## config.mk

```make
export PLATFORM = sky130hd
export DESIGN_NAME = fp_normalize_pack
export DESIGN_NICKNAME = d
export VERILOG_FILES = /design/src/rtl/fp_normalize_pack_pkg.sv /design/src/rtl/fp_normalize_pack_round.sv /design/src/rtl/fp_normalize_pack.sv
export SDC_FILE = /design/constraint.sdc
export NUM_CORES = 1
export LEC_CHECK = 0
export CAP_MARGIN = 25
export CORE_ASPECT_RATIO = 1.25
export CORE_UTILIZATION = 35
export DETAILED_ROUTE_END_ITERATION = 8
export HOLD_SLACK_MARGIN = 0.08
export PLACE_DENSITY_LB_ADDON = 0.05
export REMOVE_ABC_BUFFERS = 1
export SLEW_MARGIN = 0
export SYNTH_ARGS = -nofsm -noshare
export SYNTH_HDL_FRONTEND = slang
export SYNTH_SLANG_ARGS = --single-unit
```

## constraint.sdc

```tcl
create_clock -name clk -period 4.3 [get_ports clk]
set_clock_uncertainty 0.1 [all_clocks]
set_input_delay 0.43 -clock clk [delete_from_list [all_inputs] [get_ports clk]]
set_output_delay 0.43 -clock clk [all_outputs]
set_load 0.005 [all_outputs]
```

## src/rtl/fp_normalize_pack_pkg.sv

```systemverilog
// Shared types and constants for the adder back end (normalize, round, pack).
// Provides the FSM state type, the default field widths, the significand bit
// layout and fpPack, which assembles a binary32-style word from its fields.
package fp_normalize_pack_pkg;

  localparam int FP_EXP_W  = 8;
  localparam int FP_FRAC_W = 23;
  localparam int FP_BIAS   = 127;

  // Significand layout: carry | hidden | fraction | G | R | S
  localparam int SIG_W      = FP_FRAC_W + 5;
  localparam int EXP_MAX    = (1 << FP_EXP_W) - 1;
  localparam int SIG_CARRY  = FP_FRAC_W + 4;
  localparam int SIG_HIDDEN = FP_FRAC_W + 3;
  localparam int SIG_G      = 2;
  localparam int SIG_R      = 1;
  localparam int SIG_S      = 0;

  typedef enum logic [1:0] {IDLE, NORM, ROUND, DONE} norm_state_t;

  // Inverse of fpUnpack: {sign, exponent field, fraction field}.
  function automatic logic [FP_EXP_W+FP_FRAC_W:0] fpPack(
    input logic                 s,
    input logic [FP_EXP_W-1:0]  e,
    input logic [FP_FRAC_W-1:0] f
  );
    return {s, e, f};
  endfunction

endpackage

```

## src/rtl/fp_normalize_pack_round.sv

```systemverilog
// Combinational round-to-nearest-even stage.
// Ports:
//   i_sig      hidden | fraction | G | R | S (already normalized, no carry)
//   i_exp      signed internal exponent
//   i_denorm   significand is denormal (exponent field will be 0 unless
//              rounding lifts it into the hidden bit)
//   i_zero     exact zero sum
//   o_frac     rounded fraction field
//   o_exp      exponent field after rounding / overflow to infinity
//   o_overflow, o_underflow, o_inexact, o_zero  status flags
module fp_round_rne #(
  parameter int EXP_W  = 8,
  parameter int FRAC_W = 23
) (
  input  logic [FRAC_W+3:0]       i_sig,
  input  logic signed [EXP_W+1:0] i_exp,
  input  logic                    i_denorm,
  input  logic                    i_zero,
  output logic [FRAC_W-1:0]       o_frac,
  output logic [EXP_W-1:0]        o_exp,
  output logic                    o_overflow,
  output logic                    o_underflow,
  output logic                    o_inexact,
  output logic                    o_zero
);

  // Extra top bit catches the carry out of the hidden bit.
  localparam int MW = FRAC_W + 2;
  localparam logic signed [EXP_W+1:0] EMAX = (EXP_W+2)'((1 << EXP_W) - 1);

  logic                    w_lsb;
  logic                    w_g;
  logic                    w_r;
  logic                    w_s;
  logic                    w_inc;
  logic                    w_grs;
  logic [MW-1:0]           w_mant;
  logic signed [EXP_W+1:0] w_exp_rnd;

  assign w_lsb  = i_sig[3];
  assign w_g    = i_sig[2];
  assign w_r    = i_sig[1];
  assign w_s    = i_sig[0];
  assign w_grs  = w_g | w_r | w_s;
  // Nearest-even: round up above half, or at exactly half when LSB is odd.
  assign w_inc  = w_g & (w_r | w_s | w_lsb);
  assign w_mant = {1'b0, i_sig[FRAC_W+3:3]} + MW'(w_inc);

  always_comb begin
    o_frac      = '0;
    o_exp       = '0;
    o_overflow  = 1'b0;
    o_underflow = 1'b0;
    o_inexact   = 1'b0;
    o_zero      = 1'b0;
    w_exp_rnd   = i_exp;
    if (i_zero) begin
      o_zero = 1'b1;
    end else begin
      o_inexact = w_grs;
      if (w_mant[MW-1]) begin
        // Rounding overflowed 1.111..1 into 10.000..0: renormalize.
        o_frac    = w_mant[FRAC_W:1];
        w_exp_rnd = i_exp + (EXP_W+2)'(1);
      end else begin
        o_frac    = w_mant[FRAC_W-1:0];
      end
      if (i_denorm) begin
        // A denormal that rounds into the hidden bit becomes the smallest normal.
        o_exp  = {{(EXP_W-1){1'b0}}, w_mant[FRAC_W]};
        o_zero = ~w_mant[FRAC_W] & (o_frac == '0);
      end else if (w_exp_rnd >= EMAX) begin
        o_frac     = '0;
        o_exp      = '1;
        o_overflow = 1'b1;
        o_inexact  = 1'b1;
      end else begin
        o_exp = w_exp_rnd[EXP_W-1:0];
      end
      o_underflow = (i_denorm | o_zero) & o_inexact;
    end
  end

endmodule

```

## src/rtl/fp_normalize_pack.sv

```systemverilog
// Serial normalizer / rounder / packer for the adder datapath.
// Accepts a raw significand sum with GRS bits, normalizes one bit per cycle,
// rounds to nearest-even and presents a packed word plus flags.
// Ports:
//   clk, rst                  clock, asynchronous active-high reset
//   in_valid / in_ready       operand handshake (accepted only in IDLE)
//   sign_in, exp_in, sig_in   result sign, biased exponent, raw significand
//   out_valid / out_ready     result handshake; result held until taken
//   result                    {sign, exponent, fraction}
//   overflow, underflow, inexact, zero   status flags
module fp_normalize_pack
  import fp_normalize_pack_pkg::*;
#(
  parameter int EXP_W  = FP_EXP_W,
  parameter int FRAC_W = FP_FRAC_W
) (
  input  logic                    clk,
  input  logic                    rst,
  input  logic                    in_valid,
  output logic                    in_ready,
  input  logic                    sign_in,
  input  logic [EXP_W-1:0]        exp_in,
  input  logic [FRAC_W+4:0]       sig_in,
  output logic                    out_valid,
  input  logic                    out_ready,
  output logic [EXP_W+FRAC_W:0]   result,
  output logic                    overflow,
  output logic                    underflow,
  output logic                    inexact,
  output logic                    zero
);

  localparam int L_SIG_W  = FRAC_W + 5;
  localparam int L_CARRY  = FRAC_W + 4;
  localparam int L_HIDDEN = FRAC_W + 3;
  localparam logic signed [EXP_W+1:0] L_EXP_ONE = (EXP_W+2)'(1);

  norm_state_t             r_state;
  norm_state_t             w_next;

  logic                    r_sign;
  logic signed [EXP_W+1:0] r_exp;
  logic [L_SIG_W-1:0]      r_sig;
  logic                    r_denorm;
  logic                    r_zero_in;

  logic [EXP_W+FRAC_W:0]   r_result;
  logic                    r_overflow;
  logic                    r_underflow;
  logic                    r_inexact;
  logic                    r_zero;

  logic                    w_sig_zero;
  logic                    w_carry;
  logic                    w_hidden;
  logic                    w_exp_gt1;

  logic [FRAC_W-1:0]       w_frac;
  logic [EXP_W-1:0]        w_exp_fld;
  logic                    w_ovf;
  logic                    w_unf;
  logic                    w_inx;
  logic                    w_zero;

  assign w_sig_zero = (r_sig == '0);
  assign w_carry    = r_sig[L_CARRY];
  assign w_hidden   = r_sig[L_HIDDEN];
  assign w_exp_gt1  = (r_exp > L_EXP_ONE);

  assign result    = r_result;
  assign overflow  = r_overflow;
  assign underflow = r_underflow;
  assign inexact   = r_inexact;
  assign zero      = r_zero;

  always_ff @(posedge clk or posedge rst) begin
    if (rst) r_state <= IDLE;
    else     r_state <= w_next;
  end

  always_comb begin
    w_next = r_state;
    case (r_state)
      IDLE:    if (in_valid) w_next = NORM;
      NORM:    if (w_sig_zero || (!w_carry && (w_hidden || !w_exp_gt1))) w_next = ROUND;
      ROUND:   w_next = DONE;
      DONE:    if (out_ready) w_next = IDLE;
      default: w_next = IDLE;
    endcase
  end

  always_comb begin
    in_ready  = (r_state == IDLE);
    out_valid = (r_state == DONE);
  end

  // Capture / normalize: one shift per NORM cycle
  always_ff @(posedge clk) begin
    case (r_state)
      IDLE: begin
        if (in_valid) begin
          r_sign    <= sign_in;
          r_exp     <= signed'({2'b00, exp_in});
          r_sig     <= sig_in;
          r_denorm  <= 1'b0;
          r_zero_in <= 1'b0;
        end
      end
      NORM: begin
        if (w_sig_zero) begin
          r_zero_in <= 1'b1;
        end else if (w_carry) begin
          // Bit falling off the bottom is folded into sticky.
          r_sig <= {1'b0, r_sig[L_SIG_W-1:2], r_sig[1] | r_sig[0]};
          r_exp <= r_exp + L_EXP_ONE;
        end else if (!w_hidden && w_exp_gt1) begin
          r_sig <= {r_sig[L_SIG_W-2:0], 1'b0};
          r_exp <= r_exp - L_EXP_ONE;
        end else if (!w_hidden) begin
          r_denorm <= 1'b1;
        end
      end
      default: ;
    endcase
  end

  fp_round_rne #(
    .EXP_W  (EXP_W),
    .FRAC_W (FRAC_W)
  ) u_round (
    .i_sig       (r_sig[L_HIDDEN:0]),
    .i_exp       (r_exp),
    .i_denorm    (r_denorm),
    .i_zero      (r_zero_in),
    .o_frac      (w_frac),
    .o_exp       (w_exp_fld),
    .o_overflow  (w_ovf),
    .o_underflow (w_unf),
    .o_inexact   (w_inx),
    .o_zero      (w_zero)
  );

  // Round / pack: result registered on leaving ROUND, held through DONE
  always_ff @(posedge clk or posedge rst) begin
    if (rst) begin
      r_result    <= '0;
      r_overflow  <= 1'b0;
      r_underflow <= 1'b0;
      r_inexact   <= 1'b0;
      r_zero      <= 1'b0;
    end else if (r_state == ROUND) begin
      // An exact zero sum is always +0; an underflow to zero keeps its sign.
      r_result    <= {r_sign & ~r_zero_in, w_exp_fld, w_frac};
      r_overflow  <= w_ovf;
      r_underflow <= w_unf;
      r_inexact   <= w_inx;
      r_zero      <= w_zero;
    end
  end

endmodule

```

==> summary.md, run 1 <==
| Metric | Value |
|---|---|
| Status | complete, but fails checks |
| Failing checks | design-rule violations |
| Hold Crit Depth | 2 |
| Clk pin slew, worst setup/hold paths | 0.06 ns |
| Final GP Congestion | 0.8400 |
| Slew margin rel. | 0.4260 |
| Die H | 138.9 um |
| # rows | 49 |
| Peak supply drop | 0.0004043 V |
| Required @ worst endpoint | 4.38 ns |
| Adder-Cell Fraction of Synth Area | 0.01908 |
| Fin crit share | 0.7363 |
| Yosys reg bits | 79 |
| Ys async rst share | 0.4810 |
| Crit path launch type | flip-flop |
| Fin util | 0.4422 |
| Via density | 5.419 |
| Final max-slew violation count | 0 |
| Mux share of post-synthesis cell area | 0.02910 |
| Largest family of logic cells by synthesized area | simple AND/OR/NAND/NOR gates |
| Post-synthesis compound-gate area fraction | 0.1894 |
| CTS tree | done |
| CTS Root Cell | clkbuf_16 |
| Longest Clk Path Bufs | 2 |
| Synth area leader | edfxtp_1 |
| Leakage | 2.524 nW |
| Post-CTS Setup Bufs | 0 |
| Int Power | 2.818 mW |
| Routed vias | 4362 |
| Critical path type | reg2reg |
| CTS resizes | 0 |
| Fin. Hold Viols | 0 |
| CTS Buf Count | 9 |
| H-tree depth | 3 |
| Cell Area, Synth | 0.005246 mm2 |
| Largest net degree at the start of global routing | 55 |
| Hold-fix buffers, CTS | 0 |
| Most common cell in the netlist | a21oi_1 |
| Sequential element share of the synthesized area | 0.4159 |
| Net count, final | 671 |
| GRT Total Usage | 0.1858 |
| Worst min path class | reg2reg |
| Global-route wire length before repair | 23020 um |
| MaxCap Viol Count | 0 |
| Ant diodes | 0 |
| Worst Slack Setup Final | 1.134 ns |
| Combinational share of power | 0.449 |
| Flop pwr share | 0.372 |
| Ys Warns | 0 |
| DP Wirelength | 10170 um |
| Clock tree sinks | 79 |
| DIE WIDTH | 111.5 um |
| Ranking of synthesized cells by area | edfxtp_1 23%, dfrtp_1 18%, a21oi_1 6.2% |
| Area growth, synth to finish | 22.47% |
| Iteration-0 DRC Markers | 262 |
| RSZ-0062 raised after global routing | false |
| Dpl ws | 1.134 ns |
| Post-route DRC violation count | 8 |
| Post-Synth Simple-Gate Area | 0.2127 |
| Area after DPL | 0.006088 mm2 |
| Crit-path max FO | 23 |
| Cells after synthesis | 575 |
| Post-synth cell types | 59 |
| # port buffers | 78 |
| Design Area, Final | 0.006425 mm2 |
| Reg2Reg Depth | 9 |
| DR WL/cell | 17.34 um |
| Layout cells sized above 1 | 0.09569 |
| Worst path arrival time | 3.25 ns |
| Measured slew at the worst slew-check pin | 0.8539 ns |
| CP Capture Type | flip-flop |
| 1st-pass router iterations | 7 |
| Sw power | 2.055 mW |
| Power per Cell Area | 758.5 mW/mm2 |
| Routed wire length | 13960 um |
| Post-synth top area share | 0.2347 |
| Vias in the first global route | 4233 |
| Initial Utilization | 0.3611 |
| Die area | 0.01549 mm2 |
| Top_reg_cell synth | edfxtp_1 |
| Final Setup Violations | 0 |
| Core area | 0.01453 mm2 |
| Power share of the clock group | 0.179 |
| Syn avg cell area | 9.124 um2 |
| Most frequent cells after synthesis | 65 x a21oi_1, 56 x nor2_1, 47 x inv_1, 41 x edfxtp_1, 38 x dfrtp_1 |
| Max Clock Freq | 315.8 MHz |
| EDFF count, synth | 41 |
| Area share of xor/xnor cells in the synthesized design | 0.05676 |
| Antenna violations before repair | 0 |
| I/O Pins | 79 |
| Switch share | 0.4217 |
| Post-DRT Antenna Nets | 0 |
| Clk Latency, worst-skew pair | 0.34 ns |
| Fin crit period | 3.166 ns |
| Overflow after GRT | 0 |
worst paths after layout:
| kind | from | endpoint | slack [ns] |
|---|---|---|---|
| min in group asynchronous | rst | result[4] | 0.42 |
| setup reg to reg | r_sig[2] | result[17] | 1.13 |
| hold reg to reg | r_sign | result[31] | 0.36 |
| hold / removal | r_sign | result[31] | 0.36 |
| setup / recovery | r_sig[2] | result[17] | 1.13 |
| max in group asynchronous | rst | result[24] | 3.30 |
state kept, by name, indices dropped and copies added (netlist names):
name / count
r_sign: 1
r_denorm: 1
inexact: 1
r_exp: 10
overflow: 1
r_sig: 28
r_zero_in: 1
result: 32
underflow: 1
zero: 1
r_state: 2
kinds of logic after synthesis:
kind of cell             Yosys count
AO/OA/AOI/OAI                    140
adder cells (fa/ha/maj)            8
XOR/XNOR                          34
flip-flops                        79
multiplexers                      14
AND/OR/NAND/NOR                  204
buffers and inverters             96
layout make-up:
cell class	instances	area (um2)
clock buffers	9	225.2
fillers	1491	8105
well taps	178	222.7
repair buffers	85	833.3
flip-flops and latches	79	2182
multi-input cells	400	2674
clock inverters	7	111.4
inverters	47	176.4
stage by stage:
step,TNS [ns],cells,total power [mW],hold slack (ns)
final,0,805,4.873,0.3620
after global routing,0,805,5.218,0.3939
after detailed placement,0,789,4.021,0.3580
after CTS,0,805,4.910,0.3706
after floorplan,-12.00,526,3.102,0.3260
after global placement,0,789,3.991,0.3491
layer usage:
metal	vias to the layer above	part of all wire	wire length, um	GRT usage
met5	-	0	0	0
met4	0	0.017	231	0.06615
met3	16	0.041	570	0.02273
met2	110	0.45	6236	0.2793
met1	2068	0.50	6924	0.2736
li1	2168	-	-	-
power groups by stage:
stage                     Clock [mW]  Combinational [mW]  Sequential, mW
after floorplan                    0                1.41            1.69
after global placement             0                2.18            1.82
after detailed placement           0                2.20            1.82
after CTS                      0.892                2.21            1.81
after global routing           0.912                2.41            1.89
final                          0.874                2.19            1.81
worst max-delay path, cell delays in order, from the launching register on:
cell and delay, ns:
edfxtp_1 0.44, and2_1 0.16, ha_1 0.22, nand4_2 0.16, nor4_4 0.51, nand2_4 0.17
o31a_1 0.32, or3_4 0.38, o211ai_4 0.34, o32ai_1 0.19
placed cells by master (no fill, tap or decap), types with 7 or more instances in the layout:
| master | synthesis | routed |
|---|---|---|
| edfxtp_1 | 41 | 41 |
| and3_1 | 35 | 35 |
| inv_1 | 47 | 47 |
| clkdlybuf4s50_1 | 0 | 78 |
| clkbuf_16 | 0 | 9 |
| o22ai_1 | 7 | 7 |
| dfrtp_1 | 38 | 38 |
| nor4_1 | 14 | 14 |
| nor2b_1 | 7 | 7 |
| nand2_1 | 29 | 29 |
| o21ai_0 | 13 | 13 |
| nor3_1 | 7 | 7 |
| a21oi_1 | 65 | 64 |
| nor2_1 | 56 | 56 |
| nand4_1 | 11 | 11 |
| mux2_2 | 10 | 10 |
| o221ai_1 | 7 | 7 |
| xnor2_1 | 17 | 17 |
| buf_4 | 0 | 7 |
| nand3_1 | 13 | 13 |
| xor2_1 | 17 | 17 |
| o22ai_2 | 9 | 9 |
| ha_1 | 8 | 7 |
(Power assumes the default switching activity.)
==> run 2: changes to the inputs <==
==> constraint.sdc (replaced) <==
create_clock -name clk -period 3.2 [get_ports clk]
set_clock_uncertainty 0.1 [all_clocks]
set_input_delay 0.32 -clock clk [delete_from_list [all_inputs] [get_ports clk]]
set_output_delay 0.32 -clock clk [all_outputs]
set_load 0.005 [all_outputs]
==> summary.md, run 2 (synthesized netlist as in run 1, its figures left out) <==
| Metric | Value |
|---|---|
| Largest net degree at the start of global routing | 62 |
| Final GP Congestion | 0.8582 |
| Failing checks | design-rule violations |
| Post-DRT Antenna Nets | 0 |
| Fin crit period | 2.924 ns |
| Area growth, synth to finish | 24.85% |
| # port buffers | 78 |
| CTS Buf Count | 9 |
| Placed insts | 811 |
| GRT Total Usage | 0.1938 |
| Hold Slack | 0.3521 ns |
| Leakage | 2.613 nW |
| Crit path launch type | flip-flop |
| CP Capture Type | flip-flop |
| Die area | 0.01549 mm2 |
| Overflow after GRT | 0 |
| CTS Root Cell | clkbuf_16 |
| # rows | 49 |
| Net count, final | 694 |
| Status | complete, but fails checks |
| Dpl ws | 0.1256 ns |
| R2r startpoint | r_sig[3] |
| 1st-pass router iterations | 7 |
| Area after DPL | 0.006254 mm2 |
| Required @ worst endpoint | 3.34 ns |
| Final max-slew violation count | 0 |
| Worst r2r dst | result[19] |
| MaxCap Viol Count | 0 |
| Ant diodes | 0 |
| Combinational share of power | 0.500 |
| Fin crit share | 0.9136 |
| Post-route DRC violation count | 8 |
| Most frequent cells in the layout | 78 x clkdlybuf4s50_1, 64 x a21oi_1, 56 x nor2_1 |
| Global-route wire length before repair | 23760 um |
| Worst Slack Setup Final | 0.2764 ns |
| Commonest non-fill, non-tap cell in the layout | clkdlybuf4s50_1 |
| Slew margin rel. | 0.4320 |
| Power per Cell Area | 993.9 mW/mm2 |
| Clock tree sinks | 79 |
| Clk Latency, worst-skew pair | 0.34 ns |
| Power share of the clock group | 0.144 |
| Measured slew at the worst slew-check pin | 0.8510 ns |
| Core area | 0.01453 mm2 |
| Setup slack, reg-to-reg | 0.28 ns |
| CTS tree | done |
| Worst path arrival time | 3.06 ns |
| Routed wire length | 14590 um |
| Antenna violations before repair | 0 |
| FILL cells | 1463 |
| DP Wirelength | 10710 um |
| Crit-path max FO | 12 |
| Flop pwr share | 0.355 |
| Switch share | 0.4319 |
| Setup_tns | 0 ns |
| Max Clock Freq | 342.0 MHz |
| Sw power | 2.811 mW |
| Worst min path class | in2async |
| Fin util | 0.4508 |
| Critical path type | reg2reg |
| Iteration-0 DRC Markers | 220 |
| Int Power | 3.699 mW |
| Total power | 6.510 mW |
| Via density | 5.429 |
| Vias in the first global route | 4379 |
| Initial Utilization | 0.3611 |
| Longest Clk Path Bufs | 2 |
| H-tree depth | 3 |
| Reg2Reg Depth | 9 |
| Max FFs per register | 32 |
| Routed vias | 4495 |
| Design Area, Final | 0.006550 mm2 |
| Layout cells sized above 1 | 0.1246 |
| Die H | 138.9 um |
| Post-CTS Setup Bufs | 0 |
| Peak supply drop | 0.0003691 V |
| Hold-fix buffers, CTS | 0 |
| DR WL/cell | 17.62 um |
| Final Setup Violations | 0 |
| Fin. Hold Viols | 0 |
| I/O Pins | 79 |
| DIE WIDTH | 111.5 um |
| Non-filler cells, final | 828 |
| Clk pin slew, worst setup/hold paths | 0.06 ns |
-- run 2: how the worst max path moves through the flow --
stage	start	endpoint	slack [ns]	cells past startpoint
floorplan	r_state[1]	r_exp[0]	-1.42	5
global placement	r_sig[3]	result[18]	0.28	9
detailed placement	r_sig[3]	result[18]	0.13	9
CTS	r_sig[3]	result[18]	0.14	9
global route	r_sig[3]	result[29]	-0.01	9
finish	r_sig[3]	result[19]	0.28	9
-- run 2: per-layer routing --
metal / track usage / vias to the layer above / wire (um)
met2: 0.2914 / 121 / 6730
met5: 0 / - / 0
li1: - / 2220 / -
met1: 0.2816 / 2137 / 7021
met3: 0.02316 / 17 / 504
met4: 0.07895 / 0 / 332
-- run 2: timing repair --
| action | CTS | global route |
|---|---|---|
| endpoints found under the hold margin | 0 | 0 |
| resized for setup | 0 | 3 |
| setup endpoints to repair | 0 | 23 |
-- run 2: layout make-up --
type	instances	area, um2	area share
clock buffer	15	257.7	0.03935
clock inverter	1	5.005	0.0007641
inverter	47	176.4	0.02693
multi-input combinational	401	2708	0.4134
sequential	79	2182	0.3331
tap	178	222.7	0.03400
timing repair buffer	107	998.5	0.1524
-- run 2: power groups by stage --
stage               Combinational [mW]  Sequential, mW  Clock [mW]
global placement                  3.20            2.30           0
CTS                               3.26            2.30       0.966
finish                            3.26            2.31       0.939
detailed placement                3.24            2.32           0
global route                      3.62            2.40       0.994
floorplan                         1.89            2.28           0
-- run 2: critical path, cell delays in order (launching register included) --
cell and delay [ns]:
edfxtp_1 0.42, and2_1 0.15, ha_1 0.23, and4_1 0.31
nand4_2 0.23, o31a_1 0.35, o32ai_2 0.29, or3_4 0.23
o211ai_4 0.19, o32ai_1 0.33
==> run 3: changes to the inputs <==
--- a/config.mk
+++ b/config.mk
@@ -9,6 +9,7 @@
 export CORE_ASPECT_RATIO = 1.25
 export CORE_UTILIZATION = 35
 export DETAILED_ROUTE_END_ITERATION = 8
+export DONT_BUFFER_PORTS = 1
 export HOLD_SLACK_MARGIN = 0.08
 export PLACE_DENSITY_LB_ADDON = 0.05
 export REMOVE_ABC_BUFFERS = 1
==> summary.md, run 3 (synthesized netlist as in run 1, its figures left out) <==
| Metric | Value |
|---|---|
| FILL cells | 1532 |
| Initial Utilization | 0.3611 |
| Total power | 6.322 mW |
| Ant diodes | 0 |
| Routed wire length | 14450 um |
| Vias in the first global route | 4087 |
| Final max-slew violation count | 0 |
| Layout cells sized above 1 | 0.1419 |
| Area after DPL | 0.005503 mm2 |
| Measured slew at the worst slew-check pin | 0.8104 ns |
| Reg2Reg Depth | 9 |
| DP Wirelength | 10680 um |
| Overflow after GRT | 0 |
| Power per Cell Area | 1079 mW/mm2 |
| Routed vias | 4225 |
| Fin crit period | 3.017 ns |
| Final GP Congestion | 0.8737 |
| Register Area | 0.002182 mm2 |
| Leakage | 2.355 nW |
| H-tree depth | 3 |
| Worst Slack Setup Final | 0.1828 ns |
| Longest Clk Path Bufs | 2 |
| Required @ worst endpoint | 3.28 ns |
| Commonest non-fill, non-tap cell in the layout | a21oi_1 |
| Failing checks | design-rule violations |
| Antenna violations before repair | 0 |
| Post-route DRC violation count | 16 |
| Net count, final | 622 |
| GRT Total Usage | 0.1933 |
| Die area | 0.01549 mm2 |
| Slowest stage delay, CP | 0.42 ns |
| # rows | 49 |
| MaxCap Viol Count | 0 |
| Clock tree sinks | 79 |
| Iteration-0 DRC Markers | 249 |
| Die H | 138.9 um |
| Hold Crit Depth | 1 |
| Critical path type | reg2reg |
| CTS resizes | 0 |
| Largest net degree at the start of global routing | 66 |
| Worst path arrival time | 3.10 ns |
| Met1 wire length | 7054 um |
| RSZ-0062 raised after global routing | false |
| Via density | 5.589 |
| Post-DRT Antenna Nets | 0 |
| Max Clock Freq | 331.4 MHz |
| 1st-pass router iterations | 6 |
| Fin. Hold Viols | 0 |
| Status | complete, but fails checks |
| DIE WIDTH | 111.5 um |
| Crit-path cells | and2_1, ha_1, and4_1, nand4_2, nor4_1, o32ai_2, or3_4, o211ai_4, o22ai_1 |
| CTS Root Cell | clkbuf_16 |
| Clk pin slew, worst setup/hold paths | 0.06 ns |
| Placed insts | 735 |
| Most frequent cells in the layout | 64 x a21oi_1, 56 x nor2_1, 47 x inv_1 |
| CTS Buf Count | 9 |
| Setup slack, reg-to-reg | 0.18 ns |
| Slew margin rel. | 0.4572 |
| WL met2 | 6505 um |
| Non-filler cells, final | 756 |
| Max Used Layer | met4 |
| Crit path launch type | flip-flop |
| Clk Latency, worst-skew pair | 0.35 ns |
| Wire length on met3 | 645 um |
| Worst min path class | in2reg |
| Global-route wire length before repair | 23200 um |
| Max FFs per register | 32 |
| # port buffers | 0 |
| Area growth, synth to finish | 11.66% |
| I/O Pins | 79 |
| Peak supply drop | 0.0004028 V |
| Slowest CP cell | edfxtp_1 |
| Dpl ws | 0.2016 ns |
| CP Capture Type | flip-flop |
| DR WL/cell | 19.11 um |
| Final Setup Violations | 0 |
| Footprint of the multi-input gates | 0.002676 mm2 |
| Design Area, Final | 0.005858 mm2 |
| Crit-path max FO | 23 |
| Fin crit share | 0.9429 |
| CTS tree | done |
| Core area | 0.01453 mm2 |
-- run 3: changes by cell type in the layout (fill, tap and decap cells not counted), moves of 2 or more --
cell | before | now
clkdlybuf4s50_1 | 78 | 0
clkinv_1 | 0 | 2
dlygate4sd3_1 | 0 | 5
clkbuf_1 | 5 | 2
bufinv_16 | 0 | 2
-- run 3: per-stage QoR --
| step | hold WS (ns) | setup TNS [ns] | util |
|---|---|---|---|
| CTS | 0.08086 | 0 | 0.4025 |
| global route | 0.08856 | 0 | 0.4032 |
| global placement | 0.2690 | 0 | 0.3787 |
| floorplan | 0.3189 | -52.70 | - |
| detailed placement | 0.2691 | 0 | 0.3787 |
| finish | 0.09252 | 0 | 0.4032 |
-- run 3: worst max-delay path: cells and delay by family (launching register included) --
kind | cells | cell delay (ns)
simple gates | 5 | 1.39
compound gates | 3 | 0.69
flops | 1 | 0.42
fa+ha+maj | 1 | 0.23
-- run 3: metal layers --
metal	vias to the layer above	track usage
li1	2075	-
met1	2034	0.2758
met2	102	0.2921
met3	14	0.03103
met4	0	0.07539
met5	-	0
-- run 3: layout make-up --
class                      instances  area share
multi-input combinational        400      0.4569
timing repair buffer              36     0.05041
inverter                          47     0.03012
tap                              178     0.03802
sequential                        79      0.3725
clock buffer                      11     0.03973
clock inverter                     5     0.01239
-- run 3: final timing paths --
| path | from | end |
|---|---|---|
| max in group asynchronous | rst | result[19] |
| hold / removal | exp_in[3] | r_exp[3] |
| setup reg to reg | r_sig[3] | result[16] |
| hold reg to reg | r_sign | result[31] |
| min in group asynchronous | rst | result[10] |
| setup / recovery | r_sig[3] | result[16] |
-- run 3: power breakdown --
group | internal [mW] | switching [mW] | leakage (nW)
Sequential | 1.71 | 0.631 | 0.879
Clock | 0.677 | 0.398 | 0.149
Combinational | 1.16 | 1.75 | 1.33
-- run 3: what timing repair did --
action / CTS / global route
setup buffers: 0 / 0
hold buffers: 4 / 1
endpoints found under the hold margin: 41 / 1
setup endpoints to repair: 0 / 0
